**src/rtl/mcu_pkg.sv**
```systemverilog
// Shared types and defaults for the MCU song sequencer.
// The sequencer FSM state enum and the default song-count constants live here
// so the top level and the song counter agree on them.
package mcu_pkg;

    // Default number of selectable songs and the matching index width.
    localparam int DEF_NUM_SONGS = 4;
    localparam int DEF_SONG_W    = 2;

    // Sequencer states. CHANGE is a one-cycle rewind step between two
    // stable states; the state to return to is held separately.
    typedef enum logic [1:0] {
        PAUSED  = 2'd0,
        PLAYING = 2'd1,
        CHANGE  = 2'd2
    } state_e;

    // True when an index of the given width can address every song.
    function automatic bit song_w_fits(input int num_songs, input int song_w);
        return (2 ** song_w) >= num_songs;
    endfunction

endpackage

```
**src/rtl/mcu_song_counter.sv**
```systemverilog
// Wrapping up/down song index.
// inc steps the index forward and wraps NUM_SONGS-1 -> 0; dec steps it back and
// wraps 0 -> NUM_SONGS-1. inc wins if both are asserted. The index never
// leaves 0..NUM_SONGS-1, including for non-power-of-two song counts.
module mcu_song_counter
    import mcu_pkg::*;
#(
    parameter int NUM_SONGS = DEF_NUM_SONGS,
    parameter int SONG_W    = DEF_SONG_W
) (
    input  logic              clk,
    input  logic              reset,
    input  logic              inc,
    input  logic              dec,
    output logic [SONG_W-1:0] idx
);

    // Reject configurations whose index cannot hold every song.
    if (!song_w_fits(NUM_SONGS, SONG_W)) begin : g_bad_width
        $error("mcu_song_counter: 2**SONG_W must be >= NUM_SONGS");
    end
    if (NUM_SONGS < 2 || NUM_SONGS > 256) begin : g_bad_count
        $error("mcu_song_counter: NUM_SONGS must be in 2..256");
    end

    localparam logic [SONG_W-1:0] LAST_IDX = SONG_W'(NUM_SONGS - 1);
    localparam logic [SONG_W-1:0] ONE      = SONG_W'(1);

    logic [SONG_W-1:0] idx_q;
    logic [SONG_W-1:0] idx_d;

    // Next index: explicit compare against the last song gives the wrap
    // for any song count, not just powers of two.
    always_comb begin
        // NOTE: default assigned first so no path leaves idx_d unassigned (no latch).
        idx_d = idx_q;
        if (inc) begin
            idx_d = (idx_q == LAST_IDX) ? '0 : idx_q + ONE;
        end else if (dec) begin
            idx_d = (idx_q == '0) ? LAST_IDX : idx_q - ONE;
        end
    end

    // Index register with synchronous active-low reset to song 0.
    always_ff @(posedge clk) begin
        // NOTE: non-blocking assignments so every register samples pre-edge values.
        if (!reset) begin
            idx_q <= '0;
        end else begin
            idx_q <= idx_d;
        end
    end

    assign idx = idx_q;

endmodule

```
**src/rtl/mcu_sequencer.sv**
```systemverilog
// MCU song sequencer: play/pause control and song selection for a song player.
// States PAUSED and PLAYING are stable; any song change (or end of song) passes
// through a single CHANGE cycle that pulses reset_player to rewind the player,
// then returns to the recorded state. Inputs arriving in CHANGE are dropped.
// Input priority: next_button > prev_button > song_done > play_button.
// Optional feature: define MCU_AUTO_ADVANCE_EN to make song_done in PLAYING
// advance to the next song and keep playing; without it song_done rewinds the
// current song and stops.
module mcu_sequencer
    import mcu_pkg::*;
#(
    parameter int NUM_SONGS = DEF_NUM_SONGS,
    parameter int SONG_W    = DEF_SONG_W
) (
    input  logic              clk,
    input  logic              reset,
    input  logic              play_button,
    input  logic              next_button,
    input  logic              prev_button,
    input  logic              song_done,
    output logic              play,
    output logic              reset_player,
    output logic [SONG_W-1:0] song
);

    state_e state_q, state_d;
    state_e ret_q, ret_d;
    logic   play_q, play_d;
    logic   reset_player_q, reset_player_d;
    logic   song_inc;
    logic   song_dec;

    // Next-state logic, song step requests and next output values.
    always_comb begin
        state_d  = state_q;
        ret_d    = ret_q;
        song_inc = 1'b0;
        song_dec = 1'b0;

        unique case (state_q)
            CHANGE: begin
                // Single rewind cycle; everything sampled here is dropped.
                state_d = ret_q;
            end
            PAUSED, PLAYING: begin
                if (next_button) begin
                    song_inc = 1'b1;
                    ret_d    = state_q;
                    state_d  = CHANGE;
                end else if (prev_button) begin
                    song_dec = 1'b1;
                    ret_d    = state_q;
                    state_d  = CHANGE;
                end else if (song_done && state_q == PLAYING) begin
                    state_d = CHANGE;
`ifdef MCU_AUTO_ADVANCE_EN
                    song_inc = 1'b1;
                    ret_d    = PLAYING;
`else
                    ret_d    = PAUSED;
`endif
                end else if (play_button) begin
                    state_d = (state_q == PLAYING) ? PAUSED : PLAYING;
                end
            end
            default: begin
                state_d = PAUSED;
            end
        endcase

        // Outputs are registered copies of what the next state implies, so
        // they line up with the state register after the same edge.
        play_d         = (state_d == PLAYING);
        reset_player_d = (state_d == CHANGE);
    end

    // State, return state and registered outputs; reset wins over all inputs.
    always_ff @(posedge clk) begin
        if (!reset) begin
            state_q        <= PAUSED;
            ret_q          <= PAUSED;
            play_q         <= 1'b0;
            reset_player_q <= 1'b0;
        end else begin
            state_q        <= state_d;
            ret_q          <= ret_d;
            play_q         <= play_d;
            reset_player_q <= reset_player_d;
        end
    end

    mcu_song_counter #(
        .NUM_SONGS (NUM_SONGS),
        .SONG_W    (SONG_W)
    ) u_song_counter (
        .clk   (clk),
        .reset (reset),
        .inc   (song_inc),
        .dec   (song_dec),
        .idx   (song)
    );

    assign play         = play_q;
    assign reset_player = reset_player_q;

endmodule

```
**config.mk**
```make
export PLATFORM = sky130hd
export DESIGN_NAME = mcu_sequencer
export DESIGN_NICKNAME = d
export VERILOG_FILES = /design/src/rtl/mcu_pkg.sv /design/src/rtl/mcu_song_counter.sv /design/src/rtl/mcu_sequencer.sv
export SDC_FILE = /design/constraint.sdc
export NUM_CORES = 1
export LEC_CHECK = 0
export CORE_AREA = 4 4 41 43
export CTS_BUF_LIST = sky130_fd_sc_hd__clkbuf_8
export DETAILED_ROUTE_END_ITERATION = 7
export DIE_AREA = 0 0 45 47
export PLACE_DENSITY = 0.63
export SLEW_MARGIN = 10
export SYNTH_ARGS = -nofsm -noshare
export SYNTH_HDL_FRONTEND = slang
export SYNTH_SLANG_ARGS = --single-unit
```
**constraint.sdc**
```tcl
create_clock -name clk -period 1.25 [get_ports clk]
set_input_delay 0.125 -clock clk [delete_from_list [all_inputs] [get_ports clk]]
set_output_delay 0.125 -clock clk [all_outputs]
set_load 0.02 [all_outputs]
```
==> results_dict.tcl <==
set metrics [dict create \
    cp.required_ns 1.41 \
    ys_ff_latch 8 \
    wl_um 758 \
    worstRegToRegCells 5 \
    cts_hold_buf 0 \
    peakVddDrop_uv 981 \
    final_core_util_pct 46.6 \
    cts-root-buf "clkbuf_8" \
    antenna_cells 0 \
    setup_slack_ns 0.00978 \
    yosysWarnings 0 \
    drt_first_pass_iters 2 \
    wl_met3_um 43 \
    synth-seq-area-share_pct 41.8 \
    nets 69 \
    min_from "ret_q[1]" \
    ant_nets 0 \
    synthCells 42 \
    initial_core_util_pct 29.4 \
    synth_fp_nets 50 \
    switching_power_uw 172 \
    slew_headroom_pct 76.4 \
    fin_crit_sh_pct 99.2 \
    drc_errors 0 \
    portBuffers 9 \
    placement_rows 13 \
    syn_area_um2 383 \
    period_minus_slack_ns 1.24 \
    fp.coreArea_mm2 0.00130 \
    p_per_area_mw_per_mm2 1210 \
    dp_hpwl_um 583 \
    pre_cts_slack_ns -0.247 \
    min_to "ret_q[1]" \
    setup_violations 0 \
    leakagePower_uw 0.000299 \
    r2r_setup_slack_ns 0.01 \
    met1Wirelength_um 339 \
    crit_fanout 2 \
    die_y_um 47 \
    start_kind "flop" \
    clk_pin_slew_ns 0.04 \
    max_freq_mhz 806 \
    synth.distinct_cells 21 \
    via_per_inst 4.67 \
    rsz0062_at_grt "yes" \
    fin_cells 75 \
    cts_made_buffers 3 \
    hold_violations 0 \
    grt_overflow_total 0 \
    maxCapViolations 0 \
    outcome "complete, no violations" \
    die_area_mm2 0.00212 \
    routabilityCongestion 0.732 \
    cts_setup_buffers 0 \
    first_iter_violations 3 \
    tritoncts "yes" \
    vias 350 \
    avgRoutedWirePerCell_um 10.1 \
    clock_latency_ns 0.22 \
    whs_ns 0.447 \
    first_global_vias 312 \
    whs_path_depth 1 \
    pin_count 10 \
    top_layer "met3" \
    power_frac_clock_pct 41.2 \
    cts.path.max_buffers 2 \
    fin_skew_ns 0.00400 \
    die_w_um 45 \
    place_inst 71 \
    internal_power_uw 566 \
    pwr-share-comb_pct 20.0 \
    numClockSinks 8 \
    htree_levels 1 \
    slew_viol_final 0 \
    setup.worst_path.class "reg -> reg" \
    r2r-end "u_song_counter.idx[1]" \
    worstSetupEndpointType "flop" \
    crit-reg2reg-launch "u_song_counter.idx[1]" \
    drive_gt1_share_pct 26.7 \
    place_area_um2 552 \
    final_area_um2 607 \
    sw_frac_of_total_pct 23.3 \
    grt_max_degree 9 \
    tightest_slew_ns 0.351 \
    wl_met2_um 375 \
    critPathArrivalTime_ns 1.41 \
    n_fill_cell 138 \
    grt_pass1_wl_um 1290 \
    area_delta_synth_final_pct 58.5 \
    syn_avg_cell_area_um2 9.12 \
    min_path_type "reg -> reg" \
    seq_power_share_pct 38.8 \
    antenna_found_initial 0 \
    track_usage_pct 8.64 \
]
-- power by group through the flow --
stage | combinational [uW] | clock, uW | sequential, uW
final | 147 | 304 | 286
after global routing | 166 | 336 | 288
after CTS | 151 | 316 | 287
after detailed placement | 154 | 0 | 291
after global placement | 153 | 0 | 291
after floorplan | 61.5 | 0 | 305
-- repair_timing --
item,in CTS,in global routing
resized for setup,3,3
gates cloned,0,0
pin swaps,1,1
endpoints found under the setup margin,5,5
-- critical path, stage by stage (launching register included) --
cell     delay (ns)
dfxtp_4        0.35
inv_4          0.04
ha_4           0.22
or3b_1         0.34
a21oi_1        0.13
o21a_1         0.11
-- how the worst max path moves through the flow --
stage | from | endpoint | depth (start not counted)
6_report | u_song_counter.idx[1] | u_song_counter.idx[1] | 5
3_3_place_gp | prev_button | reset_player | 4
4_1_cts | u_song_counter.idx[1] | u_song_counter.idx[1] | 5
5_1_grt | u_song_counter.idx[1] | u_song_counter.idx[1] | 5
2_1_floorplan | u_song_counter.idx[1] | u_song_counter.idx[1] | 5
3_5_place_dp | prev_button | reset_player | 4
-- per-layer routing --
layer  vias to the layer above  track usage, %
li1                        188               -
met1                       154            9.86
met2                         8            13.6
met3                         0            5.75
met4                         0            1.75
met5                         -               0
-- placed cells by master (no fill, tap or decap) --
cell type	count
clkbuf_8	3
buf_4	5
dlymetal6s2s_1	3
nand2_1	2
o211a_1	1
or3b_1	1
o221a_2	1
a21boi_0	1
o21ba_2	1
dlygate4sd2_1	2
o2bb2ai_1	1
inv_1	3
inv_4	1
o21a_1	1
nor3b_1	1
inv_2	1
and2_1	1
dfxtp_1	6
ha_1	1
clkdlybuf4s50_1	4
nand2b_1	1
ha_4	1
nor2_1	1
a21oi_1	4
and4_1	1
nor3_1	2
a211oi_1	1
nor2b_1	3
o21ai_0	3
a211oi_2	1
dfxtp_4	2
-- area by class of cell --
class	count	area (um2)	area share, %
multi-input cells	30	225	37.1
clock buffers	3	41.3	6.80
well taps	15	18.8	3.09
clock inverters	1	3.75	0.619
inverters	4	17.5	2.89
repair buffers	14	133	21.9
flip-flops and latches	8	168	27.6
-- cell usage after synthesis (all sizes together) --
library cell / number / share of area [%]
o21a: 1 / 2.0
a21boi: 1 / 2.0
o211a: 1 / 2.6
inv: 4 / 3.9
nor3: 2 / 2.6
o21ba: 1 / 2.6
nand2b: 1 / 1.6
nor2: 1 / 0.98
a21oi: 4 / 5.2
o21ai: 3 / 3.9
and2: 1 / 1.6
nand2: 2 / 2.0
ha: 2 / 6.5
or3b: 1 / 2.3
and4: 1 / 2.3
o2bb2ai: 1 / 2.3
dfxtp: 8 / 42
a211oi: 2 / 3.9
nor3b: 1 / 2.0
nor2b: 3 / 4.9
o221a: 1 / 2.9
-- logic make-up (layout without fill, tap and decap cells) --
family,Yosys count,in the layout,share of synthesized area [%]
buf+inv,4,22,3.92
flops,8,8,41.8
fa+ha+maj,2,2,6.53
simple gates,13,13,20.3
compound gates,15,15,27.5
-- state kept, by name (all words and copies together), names as in the netlist --
register,flops
play,1
reset_player,1
ret_q,2
state_q,2
u_song_counter.idx,2
-- metrics by stage --
| stage | TNS [ns] | power, uW |
|---|---|---|
| floorplan | -0.0314 | 367 |
| global placement | -0.813 | 444 |
| detailed placement | -1.03 | 445 |
| CTS | -0.00417 | 754 |
| global route | -0.0502 | 790 |
| finish | 0 | 737 |
No activity file was read; power rests on OpenSTA's default activity.
